`src/rtl/mode_pkg.sv`:
```
// Shared encodings and defaults for the mode pacer.
// Latency: n/a (declarations only).
// Backpressure: n/a.
// Contents: 2-bit mode encodings, pacer FSM state type, default divisors,
//           prescaler width and a mode-to-LED helper.
package mode_pkg;

    localparam int PRESC_W = 27;

    localparam logic [1:0] MODE_OFF  = 2'b00;
    localparam logic [1:0] MODE_EASY = 2'b01;
    localparam logic [1:0] MODE_MED  = 2'b10;
    localparam logic [1:0] MODE_HARD = 2'b11;

    typedef enum logic {
        ST_OFF = 1'b0,
        ST_RUN = 1'b1
    } state_e;

    localparam int DEF_EASY_DIV = 50_000_000;
    localparam int DEF_MED_DIV  = 25_000_000;
    localparam int DEF_HARD_DIV = 10_000_000;

    localparam logic [7:0] TICK_CNT_MAX = 8'hFF;

    // One-hot indicator: off -> 0001, easy -> 0010, medium -> 0100, hard -> 1000.
    function automatic logic [3:0] mode_leds(input logic [1:0] mode);
        return 4'b0001 << mode;
    endfunction

endpackage

```
`src/rtl/tick_divider.sv`:
```
// Programmable prescaler: counts 0..div_i-1 while enabled and strobes wrap_o on the last count.
// Latency: wrap_o is combinational from the count register; the count restarts at the following edge.
// Backpressure: none; en_i low freezes the count, clr_i forces it to zero and masks the strobe.
// Ports: clock_i/reset_i (async active-high), clr_i, en_i, div_i[PRESC_W-1:0], wrap_o.
module tick_divider
    import mode_pkg::*;
(
    input  logic               clock_i,
    input  logic               reset_i,
    input  logic               clr_i,
    input  logic               en_i,
    input  logic [PRESC_W-1:0] div_i,
    output logic               wrap_o
);

    localparam logic [PRESC_W-1:0] ONE = PRESC_W'(1);

    logic [PRESC_W-1:0] cnt_q;
    logic [PRESC_W-1:0] cnt_d;
    logic               at_end;

    always_comb begin
        // >= rather than == so a count left beyond the terminal value still wraps.
        at_end = (cnt_q >= (div_i - ONE));
        wrap_o = en_i & ~clr_i & at_end;

        cnt_d = cnt_q;
        if (clr_i) begin
            cnt_d = '0;
        end else if (en_i) begin
            cnt_d = at_end ? '0 : (cnt_q + ONE);
        end
    end

    always_ff @(posedge clock_i or posedge reset_i) begin
        if (reset_i) begin
            cnt_q <= '0;
        end else begin
            cnt_q <= cnt_d;
        end
    end

endmodule

```
`src/rtl/mode_pacer.sv`:
```
// Game pacer: emits a one-clock tick every DIV clocks of the selected mode and flags mode changes.
// Latency: mode_i is registered; change_o/leds_o/active_o follow one clock later, first tick DIV clocks after change_o.
// Backpressure: none; optional pause_i (macro MODE_PACER_PAUSE_EN) freezes pacing while in RUN.
// Ports: clock_i, reset_i (async active-high), mode_i[1:0], [pause_i],
//        tick_o, change_o, active_o, leds_o[3:0], tick_count_o[7:0] (saturating tick count since last change).
module mode_pacer
    import mode_pkg::*;
#(
    parameter int EASY_DIV = DEF_EASY_DIV,
    parameter int MED_DIV  = DEF_MED_DIV,
    parameter int HARD_DIV = DEF_HARD_DIV
) (
    input  logic       clock_i,
    input  logic       reset_i,
    input  logic [1:0] mode_i,
`ifdef MODE_PACER_PAUSE_EN
    input  logic       pause_i,
`endif
    output logic       tick_o,
    output logic       change_o,
    output logic       active_o,
    output logic [3:0] leds_o,
    output logic [7:0] tick_count_o
);

    logic [1:0]         mode_q, mode_d;
    state_e             state_q, state_d;
    logic               change_q, change_d;
    logic               tick_q, tick_d;
    logic [7:0]         tick_count_q, tick_count_d;

    logic               mode_chg;
    logic               run;
    logic               paused;
    logic               presc_en;
    logic               presc_clr;
    logic               wrap;
    logic [PRESC_W-1:0] div_sel;

    // Divisor for the registered mode; the off entry is never used because the prescaler is held clear.
    always_comb begin
        div_sel = PRESC_W'(EASY_DIV);
        case (mode_q)
            MODE_EASY: div_sel = PRESC_W'(EASY_DIV);
            MODE_MED:  div_sel = PRESC_W'(MED_DIV);
            MODE_HARD: div_sel = PRESC_W'(HARD_DIV);
            default:   div_sel = PRESC_W'(EASY_DIV);
        endcase
    end

    always_comb begin
        mode_chg = (mode_i != mode_q);
        run      = (state_q == ST_RUN);
`ifdef MODE_PACER_PAUSE_EN
        paused   = pause_i;
`else
        paused   = 1'b0;
`endif
        // A change edge clears the prescaler and suppresses any coincident wrap.
        presc_en  = run & ~paused & ~mode_chg;
        presc_clr = mode_chg | ~run;
    end

    tick_divider u_tick_divider (
        .clock_i (clock_i),
        .reset_i (reset_i),
        .clr_i   (presc_clr),
        .en_i    (presc_en),
        .div_i   (div_sel),
        .wrap_o  (wrap)
    );

    always_comb begin
        mode_d       = mode_i;
        state_d      = state_q;
        change_d     = mode_chg;
        tick_d       = wrap;
        tick_count_d = tick_count_q;

        if (mode_chg) begin
            state_d      = (mode_i == MODE_OFF) ? ST_OFF : ST_RUN;
            tick_count_d = '0;
        end else if (wrap && (tick_count_q != TICK_CNT_MAX)) begin
            tick_count_d = tick_count_q + 8'd1;
        end
    end

    always_ff @(posedge clock_i or posedge reset_i) begin
        if (reset_i) begin
            mode_q       <= MODE_OFF;
            state_q      <= ST_OFF;
            change_q     <= 1'b0;
            tick_q       <= 1'b0;
            tick_count_q <= '0;
        end else begin
            mode_q       <= mode_d;
            state_q      <= state_d;
            change_q     <= change_d;
            tick_q       <= tick_d;
            tick_count_q <= tick_count_d;
        end
    end

    assign tick_o       = tick_q;
    assign change_o     = change_q;
    assign active_o     = run;
    assign leds_o       = mode_leds(mode_q);
    assign tick_count_o = tick_count_q;

endmodule

```
`config.mk`:
```
export PLATFORM = sky130hd
export DESIGN_NAME = mode_pacer
export DESIGN_NICKNAME = d
export VERILOG_FILES = /design/src/rtl/mode_pkg.sv /design/src/rtl/tick_divider.sv /design/src/rtl/mode_pacer.sv
export SDC_FILE = /design/constraint.sdc
export NUM_CORES = 1
export LEC_CHECK = 0
export CAP_MARGIN = 40
export CORE_MARGIN = 2
export CORE_UTILIZATION = 35
export DETAILED_ROUTE_END_ITERATION = 16
export PLACE_DENSITY_LB_ADDON = 0.08
export SYNTH_ARGS = -nofsm -noshare
export SYNTH_HDL_FRONTEND = slang
export SYNTH_HIERARCHICAL = 1
export SYNTH_SLANG_ARGS = --single-unit
```
`constraint.sdc`:
```
create_clock -name clock_i -period 5.6 [get_ports clock_i]
set_clock_uncertainty 0.1 [all_clocks]
set_input_delay 1.68 -clock clock_i [delete_from_list [all_inputs] [get_ports clock_i]]
set_output_delay 1.68 -clock clock_i [all_outputs]
set_load 0.05 [all_outputs]
```
Word-level counts from Yosys, hierarchy flattened
Cells that the tools add are included.
W data, S select, Z words.
- bits of input ports: 4
- output and inout port bits: 15
- word-level logic and storage cells: 33
- flip-flop bits (word level): 40
- add/subtract/negate cells: 3
- equality and inequality tests: 4
- magnitude comparators: 1
- mux-type cells: 7
- bitwise gates (word level): 7
- reductions and logical operators: 4
- shift-type cells: 1
- operators by type and width (operator ; number):
    $mux W27 ; 3
    $pmux W26 S2 ; 1
    $add A27 B1 Y27 const B ; 1
    $ge A27 B27 Y1 ; 1
    $sub A26 B1 Y27 const B ; 1
    $mux W8 ; 2
    $add A8 B1 Y8 const B ; 1
    $ne A8 B8 Y1 const B ; 1
    $eq A2 B2 Y1 const B ; 2
    $reduce_bool A2 Y1 ; 2
    $shl A1 B2 Y4 const A ; 1
    $and A1 B1 Y1 ; 3
    $not A1 Y1 ; 3
    $logic_not A2 Y1 ; 1
    $ne A2 B2 Y1 ; 1
    $logic_and A1 B1 Y1 ; 1
    $mux W1 ; 1
    $or A1 B1 Y1 ; 1

Logic depth before layout (Yosys ltp)
Gate-level depths: netlist of the first run.
- word-level depth: 8
- mapped depth: 18
- mapped depth without buffers: 18

By module
Netlist of the first run, hierarchy kept.
- by module, submodules not included (module ; seq. area each (um^2) ; times used ; cells an instance ; area an instance (um^2)):
    tick_divider ; 675.6 ; 1 ; 315 ; 2638.8
    mode_pacer ; 325.3 ; 1 ; 71 ; 705.7

Least setup slack after synthesis of the first run
OpenSTA, ideal clock, no wires.
- path type: reg2reg
- from: register mode_q[0]
- to: register tick_count_q[7], in the netlist tick_count_o[7]
- setup time: 0.120 ns
- cell stages (with the launch flop): 18
- slack: 0.739 ns
- clock period less this slack: 4.861 ns
- arrival time: 4.641 ns
- data required time: 5.380 ns
- path buffers: 0
- path through: dfrtp_1 > nand2b_1 > inv_1 > nor4_1 > nand3_1 > nor4_1 > xnor2_1 > ha_1 > a211oi_1 > o21a_1 > o31ai_1 > and2_1 > a31oi_4 > nor2b_1 > nor3b_1 > nand4_1 > or4b_1 > o211a_1
- longest elaborated chain between the ends: 7
- elaborated cells between the ends (all ways): 15
- classes of those cells: add/sub: 1; order compare: 1; eq/ne: 3; mux: 2; bitwise: 6; reduce/logical: 2
- RTL lines (what ; RTL line ; source):
    from (decl) ; mode_pacer.sv:26 ; logic [1:0] mode_q, mode_d;
    from (signal assigned) ; mode_pacer.sv:96 ; mode_q <= mode_d;
    $eq A2 B2 Y1 ; mode_pacer.sv:43 ; case (mode_q)
    $pmux W26 S2 * ; mode_pacer.sv:43 ;
    net div_sel[15] ; mode_pacer.sv:38 ; logic [PRESC_W-1:0] div_sel;
    $sub A26 B1 Y27 * ; tick_divider.sv:24 ; at_end = (cnt_q >= (div_i - ONE));
    $ge A27 B27 Y1 * ; tick_divider.sv:24 ;
    $and A1 B1 Y1 * ; tick_divider.sv:25 ; wrap_o = en_i & ~clr_i & at_end;
    net tick_d ; mode_pacer.sv:29 ; logic tick_q, tick_d;
    $logic_and A1 B1 Y1 * ; mode_pacer.sv:83 ; end else if (wrap && (tick_count_q != TICK_CNT_MAX)) begin
    $reduce_bool A2 Y1 (no source line) * ; n/a ;
    to (signal assigned) ; mode_pacer.sv:100 ; tick_count_q <= tick_count_d;
    to (decl) ; mode_pacer.sv:30 ; logic [7:0] tick_count_q, tick_count_d;
The timed path passes the listed nets; every way through them passes the cells marked *.
A chain may end at the register's enable or synchronous reset.

Final worst setup path of the first run
- from: register mode_q[0]
- to: register u_tick_divider.cnt_q[3]
- longest elaborated chain between the ends: 7
- elaborated cells between the ends (all ways): 13
- classes of those cells: add/sub: 1; order compare: 1; eq/ne: 3; mux: 4; bitwise: 3; reduce/logical: 1
- RTL lines (what ; RTL line ; source):
    $eq A2 B2 Y1 ; mode_pacer.sv:43 ;
    $pmux W26 S2 * ; mode_pacer.sv:43 ;
    net div_sel[15] ; mode_pacer.sv:38 ;
    $sub A26 B1 Y27 * ; tick_divider.sv:24 ;
    $ge A27 B27 Y1 * ; tick_divider.sv:24 ;
    $mux W27 * ; tick_divider.sv:31 ; cnt_d = at_end ? '0 : (cnt_q + ONE);
    $mux W27 * ; tick_divider.sv:30 ; end else if (en_i) begin
    $mux W27 * ; tick_divider.sv:28 ; if (clr_i) begin
    to (signal assigned) ; tick_divider.sv:39 ; cnt_q <= cnt_d;
    to (decl) ; tick_divider.sv:18 ; logic [PRESC_W-1:0] cnt_q;
The timed path passes the listed nets; every way through them passes the cells marked *. The select of a mux whose other input is x is not followed.

==> results of run 1 <==
path summary, 6_finish.rpt:
check                                          from                  endpoint  slack (ns)  cells after the start
min in group asynchronous                   reset_i           tick_count_o[2]        1.63                      2
max reg2reg                               mode_q[0]   u_tick_divider/cnt_q[3]        0.90                     16
max in group asynchronous                   reset_i   u_tick_divider/cnt_q[0]        3.08                      3
max                                       mode_q[0]   u_tick_divider/cnt_q[3]        0.90                     16
min                        u_tick_divider/cnt_q[26]  u_tick_divider/cnt_q[26]        0.42                      1
min reg2reg                u_tick_divider/cnt_q[26]  u_tick_divider/cnt_q[26]        0.42                      1
routing by layer:
metal	routed length [um]	global-route usage, %
met3	282	2.83
met4	67	3.74
met2	4100	30.5
met5	0	0
met1	4190	24.2
cells by family (layout without fill, tap and decap cells):
family	Yosys count	in the layout	share of synthesized area (%)
xor gates and xnor gates	26	26	7.26
DFF	40	40	29.9
AOI/OAI and AO/OA	79	79	17.3
other	2	31	0.225
and+or+nand+nor	177	177	29.3
muxes	4	4	1.20
buffers and inverters	28	51	3.63
adders and majority gates	30	30	11.2
placed cells by master, fill, tap and decap left out, drive strengths merged, types with 15 or more instances in the layout:
cell and instances:
conb 31, o31ai 18, nand2 33, xnor2 16, nand3 24, inv 17
dfrtp 40, nor3 15, and3 17, nand4 19, nor2 29, clkdlybuf4s50 18
a22oi 16, ha 30
layout make-up:
cell class / count / area (um^2)
Clock buffer: 6 / 82.6
Multi-Input combinational cell: 347 / 2330
Inverter: 17 / 63.8
Tap cell: 129 / 161
Sequential cell: 40 / 1000
Timing Repair Buffer: 26 / 240
Fill cell: 935 / 5320
Clock inverter: 2 / 38.8
power groups by stage:
stage	combinational [mW]	clock, mW	sequential [mW]
final	0.105	0.260	0.294
after global routing	0.117	0.281	0.295
after CTS	0.105	0.267	0.294
after detailed placement	0.104	0	0.300
after global placement	0.104	0	0.300
after floorplan	0.0679	0	0.305
per-stage QoR:
stage	hold slack [ns]	util (%)	area, um^2
3_5_place_dp	0.414	41.1	3800
3_3_place_gp	0.410	41.1	3800
2_1_floorplan	0.372	-	3450
6_report	0.417	42.4	3920
5_1_grt	0.465	42.4	3920
4_1_cts	0.424	42.4	3920
registers in the layout, summed over array words and instances, names as in the netlist:
register	count
u_tick_divider/cnt_q	27
tick_count_o	8
mode_q	2
active_o	1
change_o	1
tick_o	1
worst reg2reg max path, delay by kind of cell (launching register included):
kind	cells	cell delay, ns
AND/OR/NAND/NOR	6	1.65
AO/OA/AOI/OAI	5	1.44
buffers and inverters	3	0.58
flip-flops	1	0.44
adder cells (fa/ha/maj)	1	0.25
XOR/XNOR	1	0.16
==> impl_results.md, run 1 <==
* Status: finished, final reports clean
* CP top delay family: simple AND/OR/NAND/NOR gates
* CTS root buffer: clkbuf_8
* Worst-Margin Slew at 0.827 ns
* Setup crit end kind: flop
* Vias in the first global route at about 2,900
* Die H at ~100 um
* Top-count cell post-synth: dfrtp_1
* Yosys reg bits at 40
* Crit Path Class: reg2reg
* Post-Synthesis Cells at just under 400
* Synth top cells by count: 40 x dfrtp_1, 33 x nand2_1, 30 x ha_1, 29 x nor2_1, 23 x nand3_1
* Register area share after synthesis at 29.9%
* Synth unique cells at approximately 50
* Post-synth top area cell: dfrtp_1
* P_leak at approximately 1.6 nW
* Area Growth Syn to Fin at 17.2%
* Final WL at around 8600 um
* Share of the synthesized area in the top cell type at 29.9%
* Ant diodes at 0
* WP buf/inv at 3
* Number of instances in the placed design at between 500 and 600
* Synth warn at 6
* Final Hold Fails at 0
* Cts repair resizes at 0
* Post-synth EDFFs at 0
* I/O Buffers at 18
* Worst Path Arrival at 4.79 ns
* Period Utilization, post-route at 84.0%
* I/O pin total at 19
* Max_slew headroom at 44.9%
* Layout cell share with drive strength beyond 1 at around 6.6%
* Routed vias at 2,977
* # clock sinks at 40
* Seq pwr share at 44.6%
* Nets at roughly 470
* RePlAce Congestion at about 0.79
* DRT Pass-1 Iters at 4
* Die Area at 10,400 um^2
* CTS tree: yes
* Clock period minus worst slack at 4.70 ns
* Dominant synthesized flop cell: dfrtp_1
* FMAX at around 0.21 GHz
* Clk buf depth at 2
* Pwr dens at 168 nW/um^2
* Syn_area_per_cell at roughly 8.7 um^2
* Largest net degree at the start of global routing at 28
* Crit path max fanout at 26
* Post-DR wirelength/cell at approximately 15 um
* Hold Path Class: reg2reg
* Mapped Area at 3340 um^2
* Initial antenna violation count at 0
* Slowest stage delay, CP at around 0.66 ns
* Initial core utilization at a little over a third
* Clock Pin Slew Worst Setup and Hold Paths at 0.08 ns
* Postcts setup bufs at 0
* P_sw at approximately 0.19 mW
* Sw Share at about 29%
* All-Layer GR Usage at approximately 18%
* Pint at between 0.4 and 0.5 mW
* # DRC at 0
* DP Wirelength at ~6300 um
* CP startpoint kind: flop
* Peak supply drop at ~0.000092 V
* Clock power share at between 30% and 40%
* Place WS at approximately 0.85 ns
* Setup Viol. Count Final at 0
* Total negative slack at 0 ns
* First-pass GRT wire length at roughly 15,000 um
* Vias per cell at between 5 and 6
* # rows at 35
* Largest cells by area after synthesis: dfrtp_1 30%, ha_1 11%, o31ai_1 4.0%, nand2_1 3.7%, xnor2_1 3.7%
* Slowest-stage cell, CP: a31oi_4
* Iter 0 DRT Violations at 120
* Final non-filler cell total at ~570
* Final worst slack at about 0.90 ns
* Hold-fix buffers, CTS at 0
* GR Overflow Total at 0
* Core Region at ~9200 um^2
* Ys async rst share at 100%
* Max Cap Viol at 0
* Critical path cell sequence: nand2b_1 -> buf_4 -> inv_1 -> nor4_1 -> nand3_1 -> nor4_1 -> xnor2_1 -> ha_1 -> a211oi_1 -> o21a_1 -> o31ai_1 -> and2_1 -> a31oi_4 -> nand3_2 -> buf_4 -> o311ai_0
* Comb pwr share at 15.9%
* Clock latency at the later pin of the worst-skew pair at around 0.3 ns
* Number of buffers created by CTS at 5
* Critical Path RT at between 5 and 6 ns
* Die W at slightly above 100 um
* Unrepaired setup endpoints after global routing: no
* Post-route ant nets at 0
* Fin. max-slew vios at 0
* CTS H-Tree Depth at 2
* Total chip power at 0.659 mW
Note: power is estimated with default switching activity, not from simulation.
==> run 2: changes to the inputs <==
clock period = 4.2 ns   (was 5.6 ns; I/O delays follow)
==> run 2 against run 1 <==
  * Worst hold slack gained 0.0039 ns
  * Sequential power grew 33%
  * Cell area grew 2.4%
  * Largest power group unchanged
  * Routed wire length shrank 0.82%
  * Clock-buffer cell count is the same
  * Via count grew 1.2%
  * Fmax grew 19%
  * First-iteration DRC count grew 1.7%
  * Critical path depth grew 1
  * Final cell count grew 1.4%
  * Non-clock buffer count grew 9
==> impl_results.md, run 2 (synthesis results as in run 1) <==
* Status: finished, final reports clean
* Max Cap Viol at 0
* Crit Path Class: reg2reg
* Clock Pin Slew Worst Setup and Hold Paths at ~0.08 ns
* # DRC at 0
* Hold Path Class: reg2reg
* Number of instances in the placed design at 563
* Peak supply drop at 0.000143 V
* Fin. max-slew vios at 0
* Max_slew headroom at between 50% and 60%
* Setup crit end kind: flop
* # rows at 35
* First-pass GRT wire length at about 15,000 um
* Initial antenna violation count at 0
* Most frequent cells in the layout: 40 x dfrtp_1, 33 x nand2_1, 31 x conb_1
* Initial core utilization at 36.2%
* Area Growth Syn to Fin at 20.0%
* Design area at about 4000 um^2
* Fill cells at 971
* # clock sinks at 40
* Final non-filler cell total at ~580
* All-Layer GR Usage at 17.7%
* WP buf/inv at 3
* Pwr dens at 196 nW/um^2
* GR Overflow Total at 0
* RePlAce Congestion at 0.808
* Routed vias at ~3,000
* Most used cell, CP: buf_4
* FMAX at around 0.25 GHz
* Iter 0 DRT Violations at around 120
* Placed inst area at between 3000 and 4000 um^2
* Post-route ant nets at 0
* I/O pin total at 19
* Period Utilization, post-route at 94.0%
* Die W at slightly above 100 um
* Final WL at around 8600 um
* Ant diodes at 0
* Core Region at a little over 9000 um^2
* DP Wirelength at about 6400 um
* CTS H-Tree Depth at 2
* Clock latency at the later pin of the worst-skew pair at between 0.2 and 0.3 ns
* Slowest stage delay, CP at between 0.5 and 0.6 ns
* Final Hold Fails at 0
* Layout cell share with drive strength beyond 1 at approximately a tenth
* Nets at 480
* Critical Path RT at roughly 4.3 ns
* I/O Buffers at 18
* Commonest non-fill, non-tap cell in the layout: dfrtp_1
* DRT Pass-1 Iters at 4
* Die H at 102 um
* Crit path max fanout at 7
* Clk buf depth at 2
* CP startpoint kind: flop
* Fin util at between 40% and 50%
* CP top delay family: simple AND/OR/NAND/NOR gates
* CTS tree: yes
* Worst-Margin Slew at approximately 0.74 ns
* Setup Viol. Count Final at 0
* Max FFs per register at 27
* Slowest-stage cell, CP: or4b_1
* Critical path cell sequence: buf_4 -> nand2_1 -> clkinvlp_4 -> buf_4 -> nor3_2 -> xnor2_1 -> ha_1 -> a211oi_1 -> o21a_1 -> o31ai_1 -> and2_1 -> a31oi_4 -> nor2b_1 -> nor3b_2 -> nand4_1 -> or4b_1 -> o211a_1
* P_leak at 1.65 nW
* Post-DR wirelength/cell at 14.9 um
* Die Area at 10,400 um^2
* Vias in the first global route at between 2,000 and 3,000
* Clock period minus worst slack at 3.95 ns
* CTS root buffer: clkbuf_8
* Vias per cell at about 5.2
* Total chip power at between 0.7 and 0.8 mW
* Number of buffers created by CTS at 5
* Worst Path Arrival at approximately 4.0 ns
* Most flop-heavy register: u_tick_divider/cnt_q
* Largest net degree at the start of global routing at 28
run 2: routing by layer:
metal	track usage, %	routed length, um	share of wire (%)
met1	24.8	4170	49
met2	29.3	4080	48
met3	3.45	267	3.1
met4	2.08	48	0.56
met5	0	0	0
run 2: cell type report:
class / instances / area (um^2) / share of cell area, %
multi-input cells: 347 / 2390 / 59.7
well taps: 129 / 161 / 4.02
inverters: 17 / 71.3 / 1.78
flip-flops and latches: 40 / 1000 / 24.9
repair buffers: 35 / 308 / 7.67
clock buffers: 6 / 72.6 / 1.81
clock inverters: 1 / 5.00 / 0.125
run 2: repair_timing:
item                                    4_1_cts  5_1_grt
endpoints found under the setup margin        0       13
hold buffers                                  0        0
buffers inserted                              0        5
resized for setup                             0        6
run 2: worst paths after layout:
path	from	to	slack, ns	cells after the start
setup / recovery	mode_q[1]	tick_count_o[7]	0.25	17
max in group asynchronous	reset_i	mode_q[0]	2.43	2
setup reg to reg	mode_q[1]	tick_count_o[7]	0.25	17
hold reg to reg	u_tick_divider/cnt_q[26]	u_tick_divider/cnt_q[26]	0.42	1
min in group asynchronous	reset_i	tick_count_o[4]	1.22	2
hold / removal	u_tick_divider/cnt_q[26]	u_tick_divider/cnt_q[26]	0.42	1
run 2: stage by stage:
step           hold WS (ns)  worst slack, ns  setup TNS (ns)
2_1_floorplan         0.372            0.204               0
3_3_place_gp          0.406            0.248               0
3_5_place_dp          0.412            0.176               0
4_1_cts               0.423            0.158               0
5_1_grt               0.445          -0.0313         -0.0313
6_report              0.421            0.253               0
run 2: power breakdown:
group	leakage, nW	switching (mW)	internal (mW)
Combinational	1.06	0.0995	0.0495
Sequential	0.548	0.00268	0.388
Clock	0.0410	0.135	0.113
run 2: worst reg2reg max path: cells and delay by family (launching register included):
kind	cells	cell delay, ns
adder cells (fa/ha/maj)	1	0.17
AO/OA/AOI/OAI	5	0.76
AND/OR/NAND/NOR	7	1.69
XOR/XNOR	1	0.15
buffers and inverters	3	0.56
flip-flops	1	0.41
==> run 3: changes to the inputs <==
CORE_ASPECT_RATIO = 0.7   (was default)
==> run 3 against run 2 <==
  * Critical path depth is 3 lower
  * Cell area is 3.1% higher
  * First-iteration DRC count is 78% higher
  * Critical endpoint unchanged
  * Largest power group is now the clock network
==> impl_results.md, run 3 (synthesis results as in run 1) <==
* Hold Path End: u_tick_divider/cnt_q[25]
* Routed vias at 3,121
* P_leak at roughly 1.7 nW
* Critical path cell sequence: nand2b_4 -> clkinvlp_4 -> buf_4 -> nor4_1 -> xnor2_1 -> ha_1 -> nand4_1 -> o21ai_0 -> a31oi_4 -> nor2b_1 -> nor3b_2 -> nand4_1 -> or4b_1 -> o211a_1
* Max FFs per register at 27
* End of the worst register-to-register path: tick_count_o[7]
* Placed inst area at 3880 um^2
* Design area at roughly 4100 um^2
* Most frequent cells in the layout: 39 x dfrtp_1, 33 x nand2_1, 31 x conb_1
* Critical R2R Launch: mode_q[1]
* Total chip power at 1.02 mW
* # clock sinks at 40
* Unrepaired setup endpoints after global routing: no
* Clock Pin Slew Worst Setup and Hold Paths at around 0.060 ns
* First-pass GRT wire length at 14,700 um
* Die H at ~86 um
* Hold Startpoint: u_tick_divider/cnt_q[25]
* Slowest stage delay, CP at between 0.5 and 0.6 ns
* Setup Viol. Count Final at 0
* # DRC at 0
* Final non-filler cell total at ~580
* CTS tree: yes
* Worst Path Arrival at 3.96 ns
* Largest net degree at the start of global routing at 28
* Clock period minus worst slack at roughly 4 ns
* Nets at 484
* Worst-Margin Slew at roughly 0.75 ns
* Clock power share at 46.4%
* Pint at 0.753 mW
* Sw Share at 25.9%
* Final WL at 8790 um
* RePlAce Congestion at ~0.82
* Max Cap Viol at 0
* Die Area at approximately 10,000 um^2
* Period Utilization, post-route at between 90% and 100%
* Total negative slack at 0 ns
* Most used cell, CP: nand4_1
* CP top delay family: simple AND/OR/NAND/NOR gates
* Area Growth Syn to Fin at 23.8%
* Vias in the first global route at around 2,800
* Hold Path Class: reg2reg
* GR Overflow Total at 0
* Fin util at 45.1%
* Initial antenna violation count at 0
* Final Hold Fails at 0
* DP Wirelength at between 6000 and 7000 um
* Post-route ant nets at 0
* # rows at 29
* Most flop-heavy register: u_tick_divider/cnt_q
* I/O pin total at 19
* Die W at ~120 um
* Peak supply drop at approximately 0.00012 V
* Fin. max-slew vios at 0
* CP startpoint kind: flop
* DRT Pass-1 Iters at 4
* CTS H-Tree Depth at 2
* Critical Path RT at around 4.3 ns
* Reg2reg setup slack at between 0.3 and 0.4 ns
* Ant diodes at 0
* I/O Buffers at 18
* Initial core utilization at 36.4%
* Seq pwr share at 38.7%
* Layout cell share with drive strength beyond 1 at ~12%
* Clock latency at the later pin of the worst-skew pair at between 0.2 and 0.3 ns
* Setup crit end kind: flop
* Max_slew headroom at between 40 and 50%
* Commonest non-fill, non-tap cell in the layout: dfrtp_1
* FMAX at roughly 0.26 GHz
* P_sw at ~0.26 mW
* Number of instances in the placed design at 560
* Core Region at between 9000 and 10,000 um^2
* CTS root buffer: clkbuf_16
* Crit path max fanout at 17
* Iter 0 DRT Violations at 217
* Worst reg2reg path depth at 14
* Crit Path Class: reg2reg
* Hold path cells at 1
* WP buf/inv at 2
* Slowest-stage cell, CP: or4b_1
* All-Layer GR Usage at 17.7%
* Number of buffers created by CTS at 5
* Pwr dens at about 250 nW/um^2
* Vias per cell at roughly 5.4
* Status: finished, final reports clean
* Comb pwr share at around 15%
* Post-DR wirelength/cell at 15.3 um
* Clk buf depth at 2
[run 3: what timing repair did]
| item | 4_1_cts | 5_1_grt |
|---|---|---|
| resized for setup | 0 | 5 |
| hold buffers | 0 | 0 |
| buffers inserted | 0 | 7 |
| endpoints found under the setup margin | 0 | 12 |
[run 3: final cells by class]
| class | count | area (um^2) |
|---|---|---|
| repair buffers | 39 | 338 |
| clock inverters | 1 | 30.0 |
| clock buffers | 7 | 153 |
| fillers | 928 | 5040 |
| flip-flops and latches | 40 | 1000 |
| inverters | 17 | 67.6 |
| well taps | 124 | 155 |
| multi-input cells | 347 | 2390 |
[run 3: routing by layer]
layer  global-route usage, %  part of all wire (%)
met2                    25.4                    42
met3                    3.06                   5.5
met4                    2.85                  0.49
met1                    27.9                    52
met5                       0                     0
[run 3: stage by stage]
step	hold slack, ns	setup slack, ns
after CTS	0.442	0.0776
after global routing	0.472	0.00551
after global placement	0.410	0.211
final	0.443	0.314
after floorplan	0.372	0.204
after detailed placement	0.433	0.113
[run 3: how the worst max path moves through the flow]
stage	startpoint	end	slack [ns]	cells after the start
floorplan	mode_q[1]	tick_count_o[7]	0.20	15
global placement	mode_i[1]	u_tick_divider/cnt_q[25]	0.21	8
detailed placement	mode_q[1]	tick_count_o[7]	0.11	17
CTS	mode_q[1]	tick_count_o[7]	0.08	17
global route	mode_q[1]	tick_count_o[7]	0.006	17
finish	mode_q[1]	tick_count_o[7]	0.31	14
[run 3: power by group through the flow]
stage | combinational, mW | sequential (mW) | clock, mW
3_5_place_dp | 0.146 | 0.400 | 0
2_1_floorplan | 0.0936 | 0.408 | 0
6_report | 0.152 | 0.393 | 0.471
4_1_cts | 0.146 | 0.393 | 0.488
3_3_place_gp | 0.145 | 0.399 | 0
5_1_grt | 0.170 | 0.393 | 0.499
[run 3: worst register-to-register path: cells and delay by family, from the launching register on]
| family | cells | cell delay [ns] |
|---|---|---|
| fa+ha+maj | 1 | 0.31 |
| buf+inv | 2 | 0.35 |
| simple gates | 7 | 1.70 |
| xor+xnor | 1 | 0.13 |
| flops | 1 | 0.47 |
| compound gates | 3 | 0.74 |
